## src/rtl/conv_loader_pkg.sv

```systemverilog
// Shared conv package: loader state encoding and default datapath widths,
// also imported by conv_unit.
package conv_loader_pkg;

  localparam int DATA_WIDTH_DEF  = 64;
  localparam int B_LAYERPARA_DEF = 80;
  localparam int B_CNT_DEF       = 16;

  typedef enum logic [2:0] {
    ST_IDLE = 3'd0,
    ST_PARA = 3'd1,
    ST_CLR  = 3'd2,
    ST_WEI  = 3'd3,
    ST_KER  = 3'd4,
    ST_DONE = 3'd5
  } loader_state_e;

endpackage

```

## src/rtl/conv_loader_beat_counter.sv

```systemverilog
// Beat counter for one load phase: clear, count enable, and a terminal flag
// raised on the beat that reaches the target count.
module conv_loader_beat_counter #(
  parameter int B_CNT = 16
) (
  input  logic             clk,
  input  logic             rstn,
  input  logic             i_clr,
  input  logic             i_en,
  input  logic [B_CNT-1:0] i_target,
  output logic             o_last
);

  logic [B_CNT-1:0] r_count;
  logic [B_CNT:0]   w_next;

  // One extra bit so a target of 2^B_CNT-1 is reached without wrapping.
  assign w_next = {1'b0, r_count} + {{B_CNT{1'b0}}, 1'b1};
  assign o_last = i_en & (w_next == {1'b0, i_target});

  always_ff @(posedge clk) begin
    if (!rstn) begin
      r_count <= '0;
    end else if (i_clr) begin
      r_count <= '0;
    end else if (i_en) begin
      r_count <= w_next[B_CNT-1:0];
    end
  end

endmodule

```

## src/rtl/conv_loader.sv

```systemverilog
// Conv layer loader: captures a load command, writes the layer parameter word,
// clears both buffers, then forwards weight and kernel words from the stream.
module conv_loader
  import conv_loader_pkg::*;
#(
  parameter int DATA_WIDTH  = DATA_WIDTH_DEF,
  parameter int B_LAYERPARA = B_LAYERPARA_DEF,
  parameter int B_CNT       = B_CNT_DEF
) (
  input  logic                   clk,
  input  logic                   rstn,
  input  logic                   cmd_valid,
  output logic                   cmd_ready,
  input  logic [B_LAYERPARA-1:0] cmd_para,
  input  logic [B_CNT-1:0]       cmd_wb_words,
  input  logic [B_CNT-1:0]       cmd_kb_words,
  input  logic [DATA_WIDTH-1:0]  s_tdata,
  input  logic                   s_tvalid,
  output logic                   s_tready,
  output logic [B_LAYERPARA-1:0] layer_para,
  output logic                   layer_para_we,
  output logic                   wb_clr,
  output logic                   kb_clr,
  output logic                   wb_en,
  output logic                   kb_en,
  output logic [DATA_WIDTH-1:0]  mem_di,
  output logic                   busy,
  output logic                   done,
  output logic [2:0]             dbg_state
);

  loader_state_e          r_state;
  loader_state_e          w_state_nxt;
  logic [B_CNT-1:0]       r_wb_words;
  logic [B_CNT-1:0]       r_kb_words;
  logic [B_LAYERPARA-1:0] r_layer_para;
  logic [DATA_WIDTH-1:0]  r_mem_di;
  logic                   r_cmd_ready;
  logic                   r_s_tready;
  logic                   r_layer_para_we;
  logic                   r_wb_clr;
  logic                   r_kb_clr;
  logic                   r_wb_en;
  logic                   r_kb_en;
  logic                   r_busy;
  logic                   r_done;

  logic                   w_accept;
  logic                   w_beat;
  logic                   w_in_wei;
  logic                   w_in_ker;
  logic                   w_cnt_en;
  logic                   w_cnt_clr;
  logic                   w_last;
  logic [B_CNT-1:0]       w_target;

  // Handshakes: a transfer happens on a rising edge where valid and ready are
  // both high; ready never depends combinationally on valid, and valid may
  // rise or fall at any time without penalty.
  assign w_accept  = cmd_valid & r_cmd_ready;
  assign w_beat    = s_tvalid & r_s_tready;
  assign w_in_wei  = (r_state == ST_WEI);
  assign w_in_ker  = (r_state == ST_KER);
  assign w_cnt_en  = w_beat & (w_in_wei | w_in_ker);
  assign w_cnt_clr = (r_state == ST_CLR) | (w_in_wei & w_last);
  assign w_target  = w_in_ker ? r_kb_words : r_wb_words;

  conv_loader_beat_counter #(
    .B_CNT (B_CNT)
  ) u_beat_counter (
    .clk      (clk),
    .rstn     (rstn),
    .i_clr    (w_cnt_clr),
    .i_en     (w_cnt_en),
    .i_target (w_target),
    .o_last   (w_last)
  );

  always_comb begin
    w_state_nxt = r_state;
    case (r_state)
      ST_IDLE: if (w_accept) w_state_nxt = ST_PARA;
      ST_PARA: w_state_nxt = ST_CLR;
      ST_CLR: begin
        if (r_wb_words != '0)      w_state_nxt = ST_WEI;
        else if (r_kb_words != '0) w_state_nxt = ST_KER;
        else                       w_state_nxt = ST_DONE;
      end
      ST_WEI: if (w_last) w_state_nxt = (r_kb_words != '0) ? ST_KER : ST_DONE;
      ST_KER: if (w_last) w_state_nxt = ST_DONE;
      ST_DONE: w_state_nxt = ST_IDLE;
      default: w_state_nxt = ST_IDLE;
    endcase
  end

  // Strobes are registered from the next state so they line up with the
  // state they belong to; ready drops on the edge that takes the final beat.
  always_ff @(posedge clk) begin
    if (!rstn) begin
      r_state         <= ST_IDLE;
      r_wb_words      <= '0;
      r_kb_words      <= '0;
      r_layer_para    <= '0;
      r_mem_di        <= '0;
      r_cmd_ready     <= 1'b1;
      r_s_tready      <= 1'b0;
      r_layer_para_we <= 1'b0;
      r_wb_clr        <= 1'b0;
      r_kb_clr        <= 1'b0;
      r_wb_en         <= 1'b0;
      r_kb_en         <= 1'b0;
      r_busy          <= 1'b0;
      r_done          <= 1'b0;
    end else begin
      r_state         <= w_state_nxt;
      r_cmd_ready     <= (w_state_nxt == ST_IDLE);
      r_busy          <= (w_state_nxt != ST_IDLE);
      r_s_tready      <= (w_state_nxt == ST_WEI) | (w_state_nxt == ST_KER);
      r_layer_para_we <= (w_state_nxt == ST_PARA);
      r_wb_clr        <= (w_state_nxt == ST_CLR);
      r_kb_clr        <= (w_state_nxt == ST_CLR);
      r_done          <= (w_state_nxt == ST_DONE);
      r_wb_en         <= w_beat & w_in_wei;
      r_kb_en         <= w_beat & w_in_ker;
      if (w_beat) r_mem_di <= s_tdata;
      if (w_accept) begin
        r_layer_para <= cmd_para;
        r_wb_words   <= cmd_wb_words;
        r_kb_words   <= cmd_kb_words;
      end
    end
  end

  assign cmd_ready     = r_cmd_ready;
  assign s_tready      = r_s_tready;
  assign layer_para    = r_layer_para;
  assign layer_para_we = r_layer_para_we;
  assign wb_clr        = r_wb_clr;
  assign kb_clr        = r_kb_clr;
  assign wb_en         = r_wb_en;
  assign kb_en         = r_kb_en;
  assign mem_di        = r_mem_di;
  assign busy          = r_busy;
  assign done          = r_done;
  assign dbg_state     = r_state;

endmodule

```

## config.mk

```make
export PLATFORM = sky130hd
export DESIGN_NAME = conv_loader
export DESIGN_NICKNAME = d
export VERILOG_FILES = /design/src/rtl/conv_loader_pkg.sv /design/src/rtl/conv_loader_beat_counter.sv /design/src/rtl/conv_loader.sv
export SDC_FILE = /design/constraint.sdc
export NUM_CORES = 1
export LEC_CHECK = 0
export CORE_ASPECT_RATIO = 0.7
export CORE_UTILIZATION = 39
export DETAILED_ROUTE_END_ITERATION = 8
export PLACE_DENSITY = 0.87
export SLEW_MARGIN = 20
export SYNTH_ARGS = -nofsm -noshare
export SYNTH_HDL_FRONTEND = slang
export SYNTH_SLANG_ARGS = --single-unit
```

## constraint.sdc

```tcl
create_clock -name clk -period 2.65 [get_ports clk]
set_clock_uncertainty 0.2 [all_clocks]
set_input_delay 0.265 -clock clk [delete_from_list [all_inputs] [get_ports clk]]
set_output_delay 0.265 -clock clk [all_outputs]
set_load 0.01 [all_outputs]
```

==> metrics.txt, run 1 <==
ant diodes=0; Row Count=44; Worst Max-Slew Pin Slew=673 ps; P_sw=1.93 mW; Crit. End Element=flip-flop; Worst path top cell family by delay=buffers and inverters; GRT met2 Usage=37.1%; commonest non-fill, non-tap cell in the layout=nand2_1; Crit Path Max Fanout=16; Final min period=2850 ps; CP required=2840 ps; port buffer count=335; Post-synth EDFFs=0; Bufs and invs on worst path=5; pre-CTS setup slack=-101 ps; Clock transition at path regs=70 ps; RSZ-0062 raised after global routing=yes; Cells after DPL=1575; DP Wirelength=17700 um; PwrDens=588 mW/mm^2; CP cell instances=nor3b_4 > buf_12 > buf_4 > buf_6 > mux2i_2 > xor2_1 > o221a_2 > a2bb2oi_1 > buf_4 > a21boi_4 > o21ai_4 > buf_12 > nor2_1; critical path launch point type=flip-flop; clk root buf=clkbuf_16; worst-case clock buffer depth=3; remaining antenna violation count after routing=0; initial antenna violation count=0; die width=176 um; GP Congestion=0.844; met3 usage=6.87%; Rel. slew slack=55.1%; total global-route track usage=21.4%; WHS=121 ps; commonest non-fill, non-tap cells in the layout=nand2_1, clkdlybuf4s50_1, dfxtp_1; Design Power=7.62 mW; vias in the first global route=7280; clock latency on the worst-skew pair=500 ps; register area share after synthesis=49.1%; Clk network pwr share=38.9%; GRT Max-Usage Layer=met2; DR pass1 iterations=4; failing checks=negative setup slack; Starting DRT DRC Count=352; Finished Cell Area=0.0130 mm^2; die area=0.0218 mm^2; Final WS setup=-198 ps; fraction of layout cells with a size suffix above 1=8.32%; Synthesized Nets=1178; fmax=351 MHz; I/O pin count=336; # setup viols final=23; status=complete, but fails checks; dominant synthesized flop cell=dfxtp_1; leakage=4.65 nW; critical path class=reg -> reg; H-tree levels=1; max cap viols=0; sequential share of power=43.9%; largest net degree at the start of global routing=114; maximum VDD drop=0.000386 V; final design utilization=62.4%; syn_area_per_cell=8.29 um^2; switching share of power=25.3%; Syn-to-layout area delta=56.7%; Hold Vio Cnt, Final=0; DRC violations left=0; synthesized area=0.00827 mm^2; Sink Count=203; Avg WL per Cell=15.3 um; final layout net count=1513; Final Max Tran Viols=0; placed cell areas=0.0120 mm^2; Die Span Y=124 um; Post-Layout Cell Count=1622; largest stage delay on the critical path=340 ps; Syn Inst Count=997; DR vias/cell=4.82; TritonCTS buffer count=21; CTS tree=done; grt met1 use=25.9%; Data arrival, critical path=3040 ps; Int Power=5.69 mW; DRT Wirelength=24900 um; TNS Setup=-3840 ps; gr ovfl total=0; first-pass GRT wire length=37600 um; Final Cycle Share=107%; Min-Delay Path Class=in -> reg; Post-synth ARST share=0%; Core ar.=0.0208 mm^2; Netlist cell types=43; synthesized flop and latch total=203; Crit-path slowest cell=dfxtp_1; starting density of the core=39.8%; yosys warns=0; Comb power frac=17.2%; vias after detailed routing=7821
-- power groups by stage --
stage / clock network [mW] / logic (mW) / registers, mW
final: 2.97 / 1.31 / 3.35
after global routing: 3.17 / 1.42 / 3.37
after CTS: 3.04 / 1.29 / 3.34
after detailed placement: 0 / 1.28 / 3.41
after global placement: 0 / 1.26 / 3.40
after floorplan: 0 / 0.491 / 3.45
-- layer usage --
| metal | vias up | routed length, um |
|---|---|---|
| met3 | 34 | 2170 |
| met4 | 0 | 456 |
| met1 | 3618 | 10300 |
| li1 | 3926 | - |
| met5 | - | 0 |
| met2 | 243 | 11900 |
-- worst reg2reg max path, stage by stage, from the launching register on --
cell       delay (ps)
dfxtp_1           340
nor3b_4           240
buf_12            160
buf_4             120
buf_6             140
mux2i_2           300
xor2_1            230
o221a_2           210
a2bb2oi_1         150
buf_4             200
a21boi_4           90
o21ai_4           150
buf_12            160
nor2_1             60
-- cell usage after synthesis (2+ instances only) --
cell / count / share of area [%]
a21boi_0: 176 / 16
a21oi_1: 6 / 0.36
a31oi_1: 3 / 0.23
and2_1: 5 / 0.38
and3_1: 5 / 0.38
and4_1: 3 / 0.32
buf_1: 12 / 0.54
buf_2: 2 / 0.12
buf_4: 2 / 0.18
buf_6: 3 / 0.41
clkbuf_1: 53 / 2.4
dfxtp_1: 203 / 49
inv_1: 3 / 0.14
mux2i_1: 18 / 2.2
nand2_1: 377 / 17
nand3_1: 8 / 0.48
nand3b_1: 2 / 0.18
nand4_1: 8 / 0.61
nor2_1: 31 / 1.4
nor3_1: 4 / 0.24
nor4_1: 8 / 0.61
o21ai_0: 9 / 0.54
or3_1: 2 / 0.15
xnor2_1: 17 / 1.8
xor2_1: 19 / 2.0
-- layout make-up --
type / count / area, um^2
sequential: 203 / 4070
multi-input combinational: 719 / 4040
clock buffer: 28 / 582
inverter: 3 / 11.3
fill: 1763 / 7800
tap: 276 / 345
clock inverter: 9 / 103
timing repair buffer: 384 / 3810
-- logic make-up after synthesis --
logic type	after synthesis	synth area share, %
AO/OA/AOI/OAI	204	18.3
XOR/XNOR	36	3.81
adder cells (fa/ha/maj)	1	0.151
buffers and inverters	75	3.80
flip-flops	203	49.1
multiplexers	19	2.31
AND/OR/NAND/NOR	459	22.5
-- registers in the layout, indices dropped and copies added (netlist names), 3 cells and up --
name                    flops
layer_para                 80
mem_di                     64
r_kb_words                 16
r_wb_words                 16
u_beat_counter.r_count     16
dbg_state                   3
-- final timing paths --
path | start | to | slack, ps | cells after the start
worst min register to register | mem_di[29] | mem_di[29] | 260 | 2
worst max register to register | dbg_state[1] | u_beat_counter.r_count[11] | -200 | 13
worst max-delay path | dbg_state[1] | u_beat_counter.r_count[11] | -200 | 13
worst min-delay path | cmd_para[70] | layer_para[70] | 120 | 3
-- timing repair --
action	CTS	global route
gates resized for setup	3	30
endpoints found under the setup margin	22	23
hold endpoints to repair	21	0
pin swaps	3	9
hold buffers	1	0
setup buffers	0	9
Note: power is estimated with default switching activity, not from simulation.
==> run 2, diff against run 1 <==
--- a/config.mk
+++ b/config.mk
@@ -8,7 +8,7 @@
 export CORE_ASPECT_RATIO = 0.7
 export CORE_UTILIZATION = 39
 export DETAILED_ROUTE_END_ITERATION = 8
-export PLACE_DENSITY = 0.87
+export PLACE_DENSITY_LB_ADDON = 0.1
 export SLEW_MARGIN = 20
 export SYNTH_ARGS = -nofsm -noshare
 export SYNTH_HDL_FRONTEND = slang
==> run 2 against run 1 <==
Net effect:
- the run now ends clean
- sequential cell count stayed put
- register-to-register slack better by 220 ps
- first-iteration DRC count is 2.3% lower
- maximum frequency is 8.5% higher
- critical endpoint is now layer_para_we
- largest power group unchanged
- highest routed layer unchanged
==> metrics.txt, run 2 (synthesis gave the netlist of run 1 again) <==
switching share of power=25.5% (+0.17 points); die area=0.0218 mm^2 (unchanged); Clock transition at path regs=70 ps (about the same); commonest non-fill, non-tap cells in the layout=nand2_1, clkdlybuf4s50_1, dfxtp_1; RSZ-0062 raised after global routing=yes; GRT Max-Usage Layer=met2; DRT Wirelength=24600 um (-0.92%); Worst path top cell family by delay=compound AO/OA/AOI/OAI gates; Filler Cells Inserted=1870 (+6.1%); clk root buf=clkbuf_16; worst-case clock buffer depth=3 (unchanged); CTS tree=done; remaining antenna violation count after routing=0 (unchanged); Die Span Y=124 um (unchanged); Syn-to-layout area delta=55.2%; starting density of the core=39.8% (unchanged); Final Max Tran Viols=0 (unchanged); critical path launch point type=flip-flop; largest stage delay on the critical path=340 ps (about the same); initial antenna violation count=0 (unchanged); max cap viols=0 (unchanged); Post-Layout Cell Count=1611 (-0.68%); P_sw=1.96 mW (+1.6%); Final min period=2630 ps (-223 ps); fmax=381 MHz (+8.5%); Crit-path slowest cell=dfxtp_1; Int Power=5.73 mW (+0.71%); Starting DRT DRC Count=344 (-2.3%); Cells after DPL=1567 (-0.51%); vias after detailed routing=7677 (-1.8%); GRT met2 Usage=35.3% (-1.7 points); Min-Delay Path Class=in -> reg; commonest non-fill, non-tap cell in the layout=nand2_1; maximum VDD drop=0.000553 V (+43%); footprint of the multi-input gates=0.00397 mm^2 (-1.7%); TNS Setup=0 ps (+3840 ps); Hold Vio Cnt, Final=0 (unchanged); DRC violations left=0 (unchanged); Crit. End Element=flip-flop; H-tree levels=1 (unchanged); gr ovfl total=0 (unchanged); Final Cycle Share=99.1% (-8.4 points); Bufs and invs on worst path=3 (-2); Worst Max-Slew Pin Slew=689 ps (+16.2 ps); Rel. slew slack=54.1% (-1.1 points); Avg WL per Cell=15.3 um (-0.24%); total global-route track usage=21.5% (+0.17 points); Core ar.=0.0208 mm^2 (unchanged); DP Wirelength=17400 um (-1.5%); port buffer count=335 (unchanged); critical path class=reg -> reg; # setup viols final=0 (-100%); Crit Path Max Fanout=12 (-4); DR vias/cell=4.77 (-1.2%); PwrDens=599 mW/mm^2 (+1.9%); vias in the first global route=7213 (-0.92%); largest net degree at the start of global routing=70 (-39%); clock latency on the worst-skew pair=500 ps (about the same); first-pass GRT wire length=37500 um (-0.13%); TritonCTS buffer count=22 (+4.8%); GP Congestion=0.857 (+1.6%); fraction of layout cells with a size suffix above 1=6.89% (-1.4 points); grt met1 use=27.0% (+1.1 points); I/O pin count=336 (unchanged); leakage=4.56 nW (-1.7%); max FFs per register=80 (unchanged); Clk network pwr share=39.6% (+0.7 points); final layout net count=1500 (-0.86%); sequential share of power=43.4% (-0.5 points); met3 usage=8.15% (+1.3 points); CP cell instances=nor3b_4 > buf_12 > buf_12 > mux2i_4 > o21ai_0 > o221a_2 > a2bb2oi_1 > buf_4 > a21oi_2 > a2bb2oi_4 > and3_1; ant diodes=0 (unchanged); Data arrival, critical path=2860 ps (-180 ps); Comb power frac=16.9% (-0.3 points); DR pass1 iterations=4 (unchanged); final design utilization=61.8% (-0.60 points); most used cell, CP=buf_12; WHS=113 ps (-7.64 ps); Row Count=44 (unchanged); Sink Count=203 (unchanged); CP required=2890 ps (+50 ps); status=finished clean; die width=176 um (unchanged); sequential cell area=0.00407 mm^2 (unchanged)
run 2: timing repair:
| action | CTS | global route |
|---|---|---|
| endpoints found under the setup margin | 22 | 23 |
| hold buffers | 0 | 0 |
| setup buffers | 1 | 3 |
| resized for setup | 7 | 6 |
| pin swaps | 2 | 1 |
run 2: area by class of cell:
cell class,count,share of cell area (%)
Inverter,3,0.0877
Clock buffer,32,4.98
Multi-Input combinational cell,719,30.9
Tap cell,276,2.69
Timing Repair Buffer,370,29.0
Sequential cell,203,31.7
Clock inverter,8,0.575
run 2: layer usage:
layer	wire, um	part of all wire [%]
met2	11200	45
met1	10900	44
met3	2170	8.8
met5	0	0
met4	398	1.6
run 2: path summary, 6_finish.rpt:
check / endpoint / slack [ps] / depth (start not counted) / from
setup / recovery: layer_para_we / 20 / 11 / dbg_state[2]
hold reg to reg: layer_para[15] / 260 / 2 / layer_para[15]
hold / removal: layer_para[27] / 110 / 3 / cmd_para[27]
setup reg to reg: layer_para_we / 20 / 11 / dbg_state[2]
run 2: metrics by stage:
stage          power (mW)  cell area, um^2  worst slack [ps]
2_1_floorplan        3.94             8280              10.8
4_1_cts              7.78            12800              6.25
3_3_place_gp         4.69            12000             -35.6
5_1_grt              8.05            12800              -130
3_5_place_dp         4.69            12000              -134
6_report             7.69            12800              24.8
run 2: power groups by stage:
stage | Sequential (mW) | Clock [mW] | Combinational, mW
after floorplan | 3.45 | 0 | 0.491
after detailed placement | 3.40 | 0 | 1.29
final | 3.34 | 3.05 | 1.30
after global placement | 3.40 | 0 | 1.29
after global routing | 3.36 | 3.26 | 1.42
after CTS | 3.34 | 3.13 | 1.31
run 2: tightest hold or removal path: cells and delay by family:
| kind | cells | cell delay (ps) |
|---|---|---|
| buffers and inverters | 1 | 390 |
| AOI/OAI and AO/OA | 1 | 60 |
| and+or+nand+nor | 1 | 50 |
==> run 3, diff against run 2 <==
--- a/config.mk
+++ b/config.mk
@@ -7,6 +7,7 @@
 export LEC_CHECK = 0
 export CORE_ASPECT_RATIO = 0.7
 export CORE_UTILIZATION = 39
+export CTS_CLUSTER_SIZE = 40
 export DETAILED_ROUTE_END_ITERATION = 8
 export PLACE_DENSITY_LB_ADDON = 0.1
 export SLEW_MARGIN = 20
==> results of run 3 <==
The final DEF is identical to that of run 2; final timing and power are the same.
